<file path="src/rtl/cover_toggle_drain.sv">
// Toggle-coverage drain: captures per-bit hit pulses and reports each uncovered
// bit once, lowest index first, over a valid/ready channel.
module cover_toggle_drain #(
  parameter int unsigned WIDTH       = 29,
  parameter logic [63:0] COVER_INDEX = 64'd0,
  parameter int unsigned CNT_W       = $clog2(WIDTH + 1)
) (
  input  logic             clock,
  input  logic             reset,
  input  logic [WIDTH-1:0] valid,
  input  logic             enable,
  input  logic             clear,
  output logic             out_valid,
  input  logic             out_ready,
  output logic [63:0]      out_index,
  output logic [CNT_W-1:0] covered_count,
  output logic             all_covered
);

  localparam int unsigned IDX_W = (WIDTH > 1) ? $clog2(WIDTH) : 1;

  typedef enum logic {
    S_IDLE = 1'b0,
    S_EMIT = 1'b1
  } state_t;

  state_t             r_state;
  logic [WIDTH-1:0]   r_pending;
  logic [WIDTH-1:0]   r_covered;
  logic               r_out_valid;
  logic [63:0]        r_out_index;
  logic [CNT_W-1:0]   r_count;

  logic [WIDTH-1:0]   w_cand;
  logic [WIDTH-1:0]   w_sel_mask;
  logic [WIDTH-1:0]   w_take_mask;
  logic [WIDTH-1:0]   w_capture;
  logic [IDX_W-1:0]   w_sel_idx;
  logic               w_found;
  logic               w_handshake;
  logic               w_take;

  // Candidates come from registered state only, so same-cycle hits wait a cycle.
  assign w_cand      = r_pending & ~r_covered;
  assign w_handshake = r_out_valid & out_ready;
  assign w_take      = ~clear & w_found & ((r_state == S_IDLE) | w_handshake);
  assign w_take_mask = w_take ? w_sel_mask : '0;
  assign w_capture   = (enable & ~clear) ? (valid & ~r_covered) : '0;

  // Fixed-priority pick of the lowest pending, uncovered bit.
  always_comb begin
    w_sel_mask = '0;
    w_sel_idx  = '0;
    w_found    = 1'b0;
    for (int i = 0; i < WIDTH; i++) begin
      if (w_cand[i] && !w_found) begin
        w_found       = 1'b1;
        w_sel_idx     = IDX_W'(i);
        w_sel_mask[i] = 1'b1;
      end
    end
  end

  always_ff @(posedge clock) begin
    if (!reset) begin
      r_state     <= S_IDLE;
      r_pending   <= '0;
      r_covered   <= '0;
      r_count     <= '0;
      r_out_valid <= 1'b0;
      r_out_index <= '0;
    end else begin
      if (clear) begin
        r_pending <= '0;
        r_covered <= '0;
        r_count   <= '0;
      end else begin
        // A hit on the bit being selected is masked out, so it cannot re-pend.
        r_pending <= (r_pending | w_capture) & ~w_take_mask;
        r_covered <= r_covered | w_take_mask;
        if (w_take) begin
          r_count <= r_count + CNT_W'(1);
        end
      end

      if (r_state == S_IDLE) begin
        if (w_take) begin
          r_state     <= S_EMIT;
          r_out_valid <= 1'b1;
          r_out_index <= COVER_INDEX + 64'(w_sel_idx);
        end
      end else begin
        // A report already on the channel survives clear; only reset drops it.
        if (w_handshake) begin
          if (w_take) begin
            r_out_index <= COVER_INDEX + 64'(w_sel_idx);
          end else begin
            r_state     <= S_IDLE;
            r_out_valid <= 1'b0;
          end
        end
      end
    end
  end

  assign out_valid     = r_out_valid;
  assign out_index     = r_out_index;
  assign covered_count = r_count;
  assign all_covered   = (r_count == CNT_W'(WIDTH));

endmodule
</file>
<file path="config.mk">
export PLATFORM = sky130hd
export DESIGN_NAME = cover_toggle_drain
export DESIGN_NICKNAME = d
export VERILOG_FILES = /design/src/rtl/cover_toggle_drain.sv
export SDC_FILE = /design/constraint.sdc
export NUM_CORES = 1
export LEC_CHECK = 0
export ABC_AREA = 0
export CORE_UTILIZATION = 45
export CTS_BUF_LIST = sky130_fd_sc_hd__clkbuf_8
export CTS_CLUSTER_SIZE = 10
export DETAILED_ROUTE_END_ITERATION = 12
export DONT_BUFFER_PORTS = 1
export PLACE_DENSITY_LB_ADDON = 0.1
export SLEW_MARGIN = 10
export SYNTH_ARGS = -nofsm -noshare
export SYNTH_HDL_FRONTEND = slang
export SYNTH_SLANG_ARGS = --single-unit
</file>
<file path="constraint.sdc">
create_clock -name clock -period 1.81 [get_ports clock]
set_input_delay 0.4525 -clock clock [delete_from_list [all_inputs] [get_ports clock]]
set_output_delay 0.4525 -clock clock [all_outputs]
set_load 0.005 [all_outputs]
</file>
Word-level counts from Yosys, hierarchy flattened

Index checks and enable logic that the tools add are counted.

$add $sub $neg: 1
Muxes and demuxes: 97
Bitwise operators: 15
Equality and inequality tests: 3
Reduce and logical (&&, ||, !) cells: 59

Operators with widths:

| operator                                       | count |
|---|---|
| 2-to-1 mux 64 bit                              | 3 |
| 2-to-1 mux 5 bit                               | 27 |
| AND 29 bit                                     | 3 |
| 2-to-1 mux 1 bit                               | 65 |
| 2-to-1 mux 29 bit                              | 2 |
| NOT 29 bit                                     | 2 |
| OR 29 bit                                      | 2 |
| logical AND 1 bit                              | 28 |
| logical NOT 1 bit                              | 28 |
| adder 5 x 1 -> 5 bit (second input constant)   | 1 |
| equality test 5 bit (second input constant)    | 1 |
| AND 1 bit                                      | 4 |
| NOT 1 bit                                      | 3 |
| AND reduction 3 bit                            | 1 |
| != test 2 x 1 -> 1 bit (second input constant) | 1 |
| != test 2 bit (second input constant)          | 1 |
| nonzero test 2 bit                             | 1 |
| OR reduction 2 bit                             | 1 |
| OR 1 bit                                       | 1 |

Register bits after elaboration: 129
Output and inout bits: 71
Logic and storage cells: 181

Logic depth before layout (Yosys ltp)

Gate-level depths: netlist (run 1).

Depth in word-level cells: 92
Depth in mapped cells: 9
Depth with buffers taken out: 6

Worst setup path after synthesis (run 1)

OpenSTA, ideal clock, no wires.

Kind: register to register
Start point: register r_pending[12]
End point: register r_covered[21]
Required time: 1.741 ns
Arrival time: 1.934 ns
Path buffers: 1
Slack: -0.193 ns
Stages on the path, launching flop included: 8
Cell sequence: dfxtp_1 > nor2b_1 > or4_4 > nor4_4 > buf_6 > nand2_4 > or3_1 > o21ai_1

Word-level cells in the longest chain between the ends: 55

RTL lines:

| item                     | RTL line | text |
|---|---|---|
| start: declaration       | 28       | `logic [WIDTH-1:0] r_pending;` |
| start signal: assignment | 79       | `r_pending <= (r_pending \| w_capture) & ~w_take_mask;` |
| AND 29 bit *             | 44       | `assign w_cand = r_pending & ~r_covered;` |
| logical AND 1 bit *      | 56       | `if (w_cand[i] && !w_found) begin` |
| 2-to-1 mux 1 bit *       | 56       |  |
| logical NOT 1 bit        | 56       |  |
| logical AND 1 bit        | 56       |  |
| 2-to-1 mux 1 bit *       | 56       |  |
| logical NOT 1 bit        | 56       |  |
| logical AND 1 bit        | 56       |  |
| [... 38 more ...]        | --       |  |
| logical AND 1 bit        | 56       |  |
| 2-to-1 mux 1 bit         | 56       |  |
| logical NOT 1 bit        | 56       |  |
| logical AND 1 bit        | 56       |  |
| 2-to-1 mux 1 bit         | 56       |  |
| AND 1 bit (2 in series)  | 46       | `assign w_take = ~clear & w_found & ((r_state == S_IDLE) \| w_handshake);` |
| 2-to-1 mux 29 bit *      | 47       | `assign w_take_mask = w_take ? w_sel_mask : '0;` |
| OR 29 bit *              | 80       | `r_covered <= r_covered \| w_take_mask;` |
| end signal: assignment   | 80       |  |
| end: declaration         | 29       | `logic [WIDTH-1:0] r_covered;` |

Every way passes the cells marked *; elsewhere a longest branch is shown, timed or not.
A chain may end at the register's enable or synchronous reset.

Worst setup path in the final report (run 1)

Start point: register r_pending[12]
End point: register r_covered[7]

Word-level cells in the longest chain between the ends: 55

RTL lines:

| item                      | RTL line |
|---|---|
| AND 29 bit *              | 44 |
| logical AND 1 bit *       | 56 |
| 2-to-1 mux 1 bit *        | 56 |
| logical NOT 1 bit         | 56 |
| logical AND 1 bit         | 56 |
| 2-to-1 mux 1 bit *        | 56 |
| logical NOT 1 bit         | 56 |
| logical AND 1 bit         | 56 |
| [... 38 more ...]         | -- |
| logical AND 1 bit         | 56 |
| 2-to-1 mux 1 bit *        | 56 |
| logical NOT 1 bit         | 56 |
| logical AND 1 bit         | 56 |
| 2-to-1 mux 1 bit *        | 56 |
| AND 1 bit * (2 in series) | 46 |
| 2-to-1 mux 29 bit *       | 47 |
| OR 29 bit *               | 80 |

Marks and branches as above.

==> impl_metrics.py, run 1 <==
metrics = {
    "floorplanning": {
        "die_area_mm2": 0.00885,
        "die_w_um": 94.1,
        "die_h_um": 94.1,
        "ios": 105,
        "core_area_mm2": 0.00822,
        "start_util": 0.464,
        "rows": 33,
    },
    "pwr": {
        "power_w": 0.00370,
        "worst_ir_drop_vdd_v": 0.000336,
        "power.density_mw_per_mm2": 722,
        "p_leak_nw": 2.14,
    },
    "grt": {
        "grt_pass1_vias": 3437,
        "grt_max_degree": 39,
        "grt_pass1_wl_um": 16000,
        "grt_overflow_total": 0,
        "grt_usage": 0.235,
        "antenna_found_initial": 0,
    },
    "synthesis": {
        "ys.flop_type": "dfxtp_1",
        "synth_common_cells": "70 x dfxtp_1, 62 x buf_4, 33 x nor2_1",
        "ys_seq_elements": 70,
        "synth_cell_type_count": 51,
        "yosysWarnings": 0,
        "yosys.area.top_type_share": 0.367,
        "yosys-top-cells-area": "dfxtp_1 37%, buf_4 12%, nand2b_1 3.9%, a31oi_1 3.8%, nor2_1 3.2%",
        "async_reset_ff_frac": 0,
        "syn_avg_cell_area_um2": 8.19,
        "ys_seq_area_frac": 0.367,
        "syn_area_mm2": 0.00382,
        "netlist.top_cell.by_area": "dfxtp_1",
        "postSynthCellCount": 466,
        "synth_edf_count": 0,
        "synthMostInstantiatedCell": "dfxtp_1",
    },
    "drt": {
        "vias": 3560,
        "finalWirelength_um": 10100,
        "antenna_left": 0,
        "via_per_inst": 5.20,
        "avgRoutedWirePerCell_um": 14.8,
        "drc": 0,
        "drtIter0Drc": 118,
        "first_pass_iters": 4,
    },
    "critical_path": {
        "crit_path_start_kind": "flip-flop",
        "arrival_ns": 2.36,
        "crit_chain": "nor2b_4, or4_4, nor4_4, buf_4, a31o_4, buf_12, nor3_4, a22o_1",
        "worst-r2r-setup-slack_ns": -0.31,
        "worstPathRequired_ns": 2.05,
        "crit_buf_inv": 2,
        "crit_slowest_cell": "or4_4",
        "endpoint_kind": "flip-flop",
        "cp_slowest_stage_delay_ns": 0.56,
        "crit_fanout": 7,
        "crit_type": "flip-flop to flip-flop",
        "critPathTopFamily": "simple AND/OR/NAND/NOR gates",
    },
    "clock_network": {
        "clock_sinks": 70,
        "clk_path_buf_depth": 2,
        "cts-root-buf": "clkbuf_8",
        "hold_buffers": 0,
        "ctsHtreeMaxLevel": 3,
        "tritoncts": "yes",
        "path_clk_slew_ns": 0.07,
        "clock_latency_ns": 0.35,
        "cts_made_buffers": 9,
    },
    "place": {
        "place.detailed.hpwl_um": 7160,
        "gp_congestion": 0.799,
        "port-buffer-count": 0,
    },
    "timing": {
        "rsz0062_at_grt": "yes",
        "timing.final.max_slew_violations": 0,
        "period_minus_slack_ns": 2.12,
        "tightest_slew_ns": 0.547,
        "tns_ns": -15.05,
        "fin_skew_ns": 0.00391,
        "slew_headroom": 0.634,
        "fin_crit_sh": 1.17,
        "max_freq_mhz": 471,
        "timing.final.ws_setup_ns": -0.312,
        "setup_violations": 70,
        "hold_viol": 0,
    },
    "layout": {
        "drive_gt1_frac": 0.335,
        "n_antenna_cell": 0,
        "nets": 612,
        "synthToLayoutAreaGrowth_pct": 34.2,
    },
    "run": {
        "drv_cap": 0,
    },
    "outcome": {
        "outcome": "finished with violations",
        "violations": "setup timing",
    },
    "worst_hold_path": {
        "hold_class": "input port to flip-flop",
    },
}
[sequential cells by signal, indices dropped and copies added (netlist names)]
register       cells
r_state            1
r_pending         29
r_covered         29
out_valid          1
covered_count      5
out_index          5
[report_power, final]
part / leakage (nW) / internal, W / total, W / switching, W
combinational: 1.47 / 0.000422 / 0.000916 / 0.000494
sequential: 0.569 / 0.00158 / 0.00161 / 0.0000305
clock: 0.0955 / 0.000588 / 0.00117 / 0.000581
total: 2.14 / 0.00259 / 0.00370 / 0.00111
[path summary, 6_finish.rpt]
| check | start | endpoint | depth (start not counted) |
|---|---|---|---|
| hold / removal | reset | out_index[3] | 1 |
| setup / recovery | r_pending[12] | r_covered[7] | 8 |
| hold reg to reg | r_covered[16] | r_covered[16] | 2 |
| setup reg to reg | r_pending[12] | r_covered[7] | 8 |
[cells in the final DEF (no fill, tap or decap), types with 7 or more instances in the layout]
master / n
buf_4: 110
dfxtp_1: 66
conb_1: 59
nor2_1: 32
nand2b_1: 24
nand2_1: 23
a31oi_1: 22
o21ai_0: 19
nor2b_1: 16
nand3_1: 16
inv_1: 15
a21oi_1: 15
nor3b_1: 15
clkbuf_8: 12
nor3_4: 8
o21a_1: 8
nor3_1: 7
[what timing repair did]
item,CTS,global route
gates resized for setup,22,43
pin swaps,14,19
endpoints found under the setup margin,70,70
endpoints found under the hold margin,0,0
cloned,0,1
setup buffers,5,1
[per-layer routing]
metal | GRT usage | part of all wire
met5 | 0 | 0
met4 | 0.0936 | 0.018
met3 | 0.0485 | 0.043
met2 | 0.413 | 0.50
met1 | 0.277 | 0.43
[through the flow]
step	utilization	setup WS, ns	instances	hold WS, ns	area, um2
3_3_place_gp	0.557	-0.283	663	0.437	4570
6_report	0.623	-0.312	684	0.232	5120
2_1_floorplan	-	-0.170	524	0.425	4100
5_1_grt	0.623	-0.382	684	0.227	5120
4_1_cts	0.594	-0.290	682	0.223	4880
3_5_place_dp	0.557	-0.316	663	0.460	4570
[cells by family after synthesis]
kind of cell,Yosys count,synth area share
fa+ha+maj,2,0.00656
flops,70,0.367
xor+xnor,1,0.00230
buf+inv,93,0.155
compound gates,112,0.193
simple gates,187,0.275
other cells,1,0.000983
[cell type report]
class | count | area (um2)
multi-input cells | 361 | 2380
clock buffers | 12 | 165
inverters | 14 | 52.6
clock inverters | 2 | 8.76
well taps | 105 | 131
fillers | 746 | 3100
repair buffers | 120 | 978
flip-flops and latches | 70 | 1410
No activity file was read; power rests on OpenSTA's default activity.
==> run 2: changes to the inputs <==
--- a/config.mk
+++ b/config.mk
@@ -11,8 +11,10 @@
 export CTS_CLUSTER_SIZE = 10
 export DETAILED_ROUTE_END_ITERATION = 12
 export DONT_BUFFER_PORTS = 1
+export GPL_ROUTABILITY_DRIVEN = 0
 export PLACE_DENSITY_LB_ADDON = 0.1
 export SLEW_MARGIN = 10
 export SYNTH_ARGS = -nofsm -noshare
 export SYNTH_HDL_FRONTEND = slang
 export SYNTH_SLANG_ARGS = --single-unit
+export TNS_END_PERCENT = 50
==> run 2 against run 1 <==
The run still ends with setup timing left. Combinational power decreased by 0.8%. Die area did not move. Core utilization down 0.85 points. Flip-flop and latch count stayed put. Critical endpoint is now out_index[0]. Largest cell class unchanged.
==> impl_metrics.py, run 2 (same netlist as run 1, synthesis figures left out) <==
metrics = {
    "timing": {
        "fin_crit_sh": 1.17,
        "timing.final.max_slew_violations": 0,
        "max_freq_mhz": 473,
        "period_minus_slack_ns": 2.11,
        "rsz0062_at_grt": "yes",
        "hold_viol": 0,
        "timing.final.ws_setup_ns": -0.304,
        "setup_violations": 70,
        "holdWs_ns": 0.240,
        "tightest_slew_ns": 0.592,
        "fin_skew_ns": 0.00930,
        "slew_headroom": 0.602,
    },
    "clock_network": {
        "clk_path_buf_depth": 2,
        "path_clk_slew_ns": 0.07,
        "tritoncts": "yes",
        "cts_made_buffers": 9,
        "ctsHtreeMaxLevel": 3,
        "clock_sinks": 70,
        "clock_latency_ns": 0.34,
        "cts-root-buf": "clkbuf_8",
    },
    "drt": {
        "drc": 0,
        "antenna_left": 0,
        "avgRoutedWirePerCell_um": 14.6,
        "via_per_inst": 5.14,
        "first_pass_iters": 4,
        "drtIter0Drc": 74,
        "vias": 3481,
        "finalWirelength_um": 9880,
    },
    "worst_hold_path": {
        "hold_class": "input port to flip-flop",
    },
    "place": {
        "place_ws_ns": -0.376,
        "dp.cells": 654,
        "place.detailed.hpwl_um": 7120,
        "port-buffer-count": 0,
    },
    "run": {
        "drv_cap": 0,
    },
    "critical_path": {
        "endpoint_kind": "flip-flop",
        "crit_path_start_kind": "flip-flop",
        "crit_type": "flip-flop to flip-flop",
        "arrival_ns": 2.34,
        "crit_fanout": 5,
        "worstPathRequired_ns": 2.04,
    },
    "layout": {
        "stdcell_count": 677,
        "drive_gt1_frac": 0.319,
        "final_cell_mix": "102 x buf_4, 67 x dfxtp_1, 59 x conb_1",
        "synthToLayoutAreaGrowth_pct": 32.3,
        "mostFrequentLayoutCell": "buf_4",
        "nets": 605,
        "top_regs": "r_covered: 29 flops, r_pending: 29 flops",
    },
    "floorplanning": {
        "rows": 33,
        "die_area_mm2": 0.00885,
        "core_area_mm2": 0.00822,
        "die_w_um": 94.1,
        "start_util": 0.464,
        "ios": 105,
        "die_h_um": 94.1,
    },
    "grt": {
        "grt_overflow_total": 0,
        "antenna_found_initial": 1,
        "grt_pass1_vias": 3377,
        "grt_pass1_wl_um": 15900,
        "grt_usage": 0.233,
        "grt_max_degree": 39,
    },
    "outcome": {
        "outcome": "finished with violations",
        "violations": "setup timing",
    },
    "pwr": {
        "worst_ir_drop_vdd_v": 0.000332,
        "p_leak_nw": 2.10,
        "power_w": 0.00372,
        "sw_frac_of_total": 0.289,
        "switchingPower_w": 0.00107,
        "p_seq_frac": 0.434,
        "power_frac_clock": 0.322,
        "combPwrFrac": 0.244,
        "internal-power_w": 0.00265,
        "power.density_mw_per_mm2": 737,
    },
}
[run 2: through the flow]
stage / area, um2 / TNS (ns) / util
floorplan: 4070 / -3.91 / -
global route: 5050 / -23.57 / 0.615
global placement: 4480 / -13.36 / 0.545
detailed placement: 4480 / -18.31 / 0.545
CTS: 4930 / -17.46 / 0.600
finish: 5050 / -15.97 / 0.615
[run 2: cell type report]
cell class                      count  area (um2)
Tap cell                          105         131
Antenna cell                        1        2.50
Sequential cell                    70        1410
Multi-Input combinational cell    361        2350
Clock inverter                      3        38.8
Inverter                           14        52.6
Timing Repair Buffer              113         932
Clock buffer                       10         138
Fill cell                         763        3170
[run 2: path summary, 6_finish.rpt]
| path | start | to | slack [ns] | depth (start not counted) |
|---|---|---|---|---|
| max | r_pending[12] | out_index[0] | -0.30 | 8 |
| max reg2reg | r_pending[12] | out_index[0] | -0.30 | 8 |
| min | reset | r_state | 0.24 | 1 |
| min reg2reg | r_covered[16] | r_covered[16] | 0.48 | 2 |
[run 2: repair_timing]
| action | CTS | global route |
|---|---|---|
| buffers inserted | 7 | 1 |
| setup endpoints to repair | 70 | 70 |
| pin swaps | 22 | 13 |
| gates resized for setup | 37 | 29 |
| hold buffers | 0 | 0 |
| cloned | 3 | 0 |
[run 2: power groups by stage]
stage,combinational [W],clock (W),sequential [W]
after floorplan,0.000515,0,0.00164
after global placement,0.000685,0,0.00165
after detailed placement,0.000695,0,0.00165
after CTS,0.000867,0.00123,0.00161
after global routing,0.000986,0.00130,0.00162
final,0.000909,0.00120,0.00161
[run 2: metal layers]
| metal | global-route usage | up-vias | share of wire |
|---|---|---|---|
| met1 | 0.276 | 1626 | 0.44 |
| met5 | 0 | - | 0 |
| met4 | 0.0718 | 0 | 0.012 |
| li1 | - | 1772 | - |
| met3 | 0.0542 | 11 | 0.046 |
| met2 | 0.413 | 72 | 0.50 |
[run 2: critical path, cell delays in order, from the launching register on]
cell and delay, ns:
dfxtp_2 0.32, nor2b_4 0.12, or4_4 0.55, nor4_4 0.24, buf_4 0.19, buf_6 0.10, nand4_1 0.10, and3_4 0.20
a32o_1 0.19
==> run 3: changes to the inputs <==
==> constraint.sdc (replaced) <==
create_clock -name clock -period 2.3 [get_ports clock]
set_input_delay 0.345 -clock clock [delete_from_list [all_inputs] [get_ports clock]]
set_output_delay 0.345 -clock clock [all_outputs]
set_load 0.005 [all_outputs]
==> run 3 against run 2 <==
The flow now finishes without violations. Clock-buffer cell count up 1. Fmax down 6.3%. Via count shrank 8.9%. Critical path depth unchanged. Worst hold slack worse by 0.13 ns. Combinational power fell by 44%. Clock power down 17%. Flip-flop and latch count is the same. Sequential power fell by 21%. Critical path type unchanged. Critical endpoint is now r_covered[9]. Largest cell class unchanged.
==> impl_metrics.py, run 3 (same netlist as run 1, synthesis figures left out) <==
metrics = {
    "outcome": {
        "outcome": "completed",
    },
    "critical_path": {
        "cp_slowest_stage_delay_ns": 0.56,
        "worstPathRequired_ns": 2.55,
        "crit_fanout": 6,
        "crit_path_start_kind": "flip-flop",
        "arrival_ns": 2.51,
        "timing.rr.start": "r_pending[15]",
        "critPathTopFamily": "simple AND/OR/NAND/NOR gates",
        "worst_r2r_path_depth": 8,
        "crit_buf_inv": 2,
        "crit_slowest_cell": "or4_4",
        "worst-r2r-setup-slack_ns": 0.04,
        "endpoint_kind": "flip-flop",
        "critPathMostFrequentCell": "buf_4",
        "reg2reg_to": "r_covered[9]",
        "crit_chain": "nor2b_4, or4_4, nor4_4, buf_4, a31oi_2, buf_4, and2_1, o21a_1",
        "crit_type": "flip-flop to flip-flop",
    },
    "floorplanning": {
        "start_util": 0.464,
        "core_area_mm2": 0.00822,
        "die_h_um": 94.1,
        "die_area_mm2": 0.00885,
        "die_w_um": 94.1,
        "rows": 33,
        "ios": 105,
    },
    "clock_network": {
        "ctsHtreeMaxLevel": 3,
        "cts-root-buf": "clkbuf_8",
        "clk_path_buf_depth": 2,
        "clock_latency_ns": 0.36,
        "cts_made_buffers": 9,
        "path_clk_slew_ns": 0.07,
        "tritoncts": "yes",
        "clock_sinks": 70,
    },
    "timing": {
        "rsz0062_at_grt": "yes",
        "timing.final.max_slew_violations": 0,
        "slew_headroom": 0.592,
        "setup_violations": 0,
        "fin_crit_sh": 0.980,
        "max_freq_mhz": 443,
        "hold_viol": 0,
        "fin_skew_ns": 0.00996,
        "period_minus_slack_ns": 2.26,
        "timing.final.ws_setup_ns": 0.0449,
        "tightest_slew_ns": 0.612,
        "holdWs_ns": 0.113,
    },
    "grt": {
        "grt_overflow_total": 0,
        "grt_max_degree": 25,
        "antenna_found_initial": 1,
        "grt_usage": 0.209,
        "grt_pass1_wl_um": 13900,
        "grt_pass1_vias": 2802,
    },
    "drt": {
        "avgRoutedWirePerCell_um": 14.8,
        "antenna_left": 0,
        "first_pass_iters": 4,
        "via_per_inst": 5.32,
        "vias": 3170,
        "drc": 0,
        "finalWirelength_um": 8800,
        "drtIter0Drc": 141,
    },
    "layout": {
        "multi_input_area_mm2": 0.00209,
        "fin_util": 0.504,
        "final_cell_mix": "67 x dfxtp_1, 59 x conb_1, 33 x nor2_1",
        "seqCellArea_mm2": 0.00141,
        "synthToLayoutAreaGrowth_pct": 8.43,
        "top_regs": "r_covered: 29 flops, r_pending: 29 flops",
        "nets": 523,
        "fill_cells": 801,
        "mostFrequentLayoutCell": "dfxtp_1",
        "drive_gt1_frac": 0.127,
    },
    "place": {
        "place_ws_ns": 0.0884,
        "place.detailed.hpwl_um": 6550,
        "port-buffer-count": 0,
    },
    "worst_hold_path": {
        "min_path_cells": 1,
        "hold_class": "input port to flip-flop",
        "hp-start": "reset",
        "min_to": "out_index[3]",
    },
    "pwr": {
        "p_leak_nw": 1.62,
        "power.density_mw_per_mm2": 670,
        "power_w": 0.00277,
        "worst_ir_drop_vdd_v": 0.000303,
    },
    "run": {
        "drv_cap": 0,
    },
}
-- run 3: cell count changes in the layout (fill, tap and decap cells not counted), sizes merged --
| cell | previous run | this run |
|---|---|---|
| buf | 113 | 31 |
| clkbuf | 10 | 11 |
| clkinv | 1 | 0 |
| inv | 15 | 16 |
-- run 3: final cells by class --
| type | instances | share of cell area |
|---|---|---|
| diodes | 1 | 0.000605 |
| flip-flops and latches | 70 | 0.340 |
| clock buffers | 11 | 0.0366 |
| well taps | 105 | 0.0318 |
| multi-input cells | 361 | 0.506 |
| inverters | 14 | 0.0127 |
| clock inverters | 3 | 0.00907 |
| repair buffers | 31 | 0.0641 |
-- run 3: worst register-to-register path, cell delays in order, from the launching register on --
cell	delay (ns)
dfxtp_2	0.34
nor2b_4	0.12
or4_4	0.56
nor4_4	0.33
buf_4	0.19
a31oi_2	0.11
buf_4	0.19
and2_1	0.15
o21a_1	0.16
-- run 3: power by group --
part | leakage [nW] | switching [W] | internal [W] | total (W)
Clock | 0.104 | 0.000452 | 0.000541 | 0.000993
Sequential | 0.568 | 0.0000296 | 0.00124 | 0.00127
Combinational | 0.946 | 0.000293 | 0.000212 | 0.000505
-- run 3: worst max path at each step --
stage                          endpoint  depth (start not counted)          start  slack [ns]
after floorplan           r_covered[21]                          7  r_pending[12]        0.30
final                      r_covered[9]                          8  r_pending[15]        0.04
after CTS                 r_covered[20]                          7  r_pending[12]        0.08
after global placement    r_covered[21]                          7  r_pending[12]        0.13
after global routing      r_covered[23]                          7  r_pending[15]       -0.05
after detailed placement  r_covered[20]                          7  r_pending[12]        0.09
-- run 3: per-stage QoR --
step / cells / instance area (um2) / TNS (ns)
CTS: 590 / 4050 / 0
detailed placement: 576 / 3860 / 0
global placement: 576 / 3860 / 0
floorplan: 524 / 4030 / 0
global route: 596 / 4140 / -0.304
finish: 596 / 4140 / 0
-- run 3: repair_timing --
item                                    4_1_cts  5_1_grt
hold buffers                                  0        0
buffers inserted                              0        5
endpoints found under the setup margin        0        8
resized for setup                             0       12
-- run 3: metal layers --
layer  track usage  up-vias  wire, um
li1              -     1600         -
met1         0.258     1490      4070
met2         0.336       66      4130
met3        0.0583       14       427
met4        0.0936        0       175
met5             0        -         0
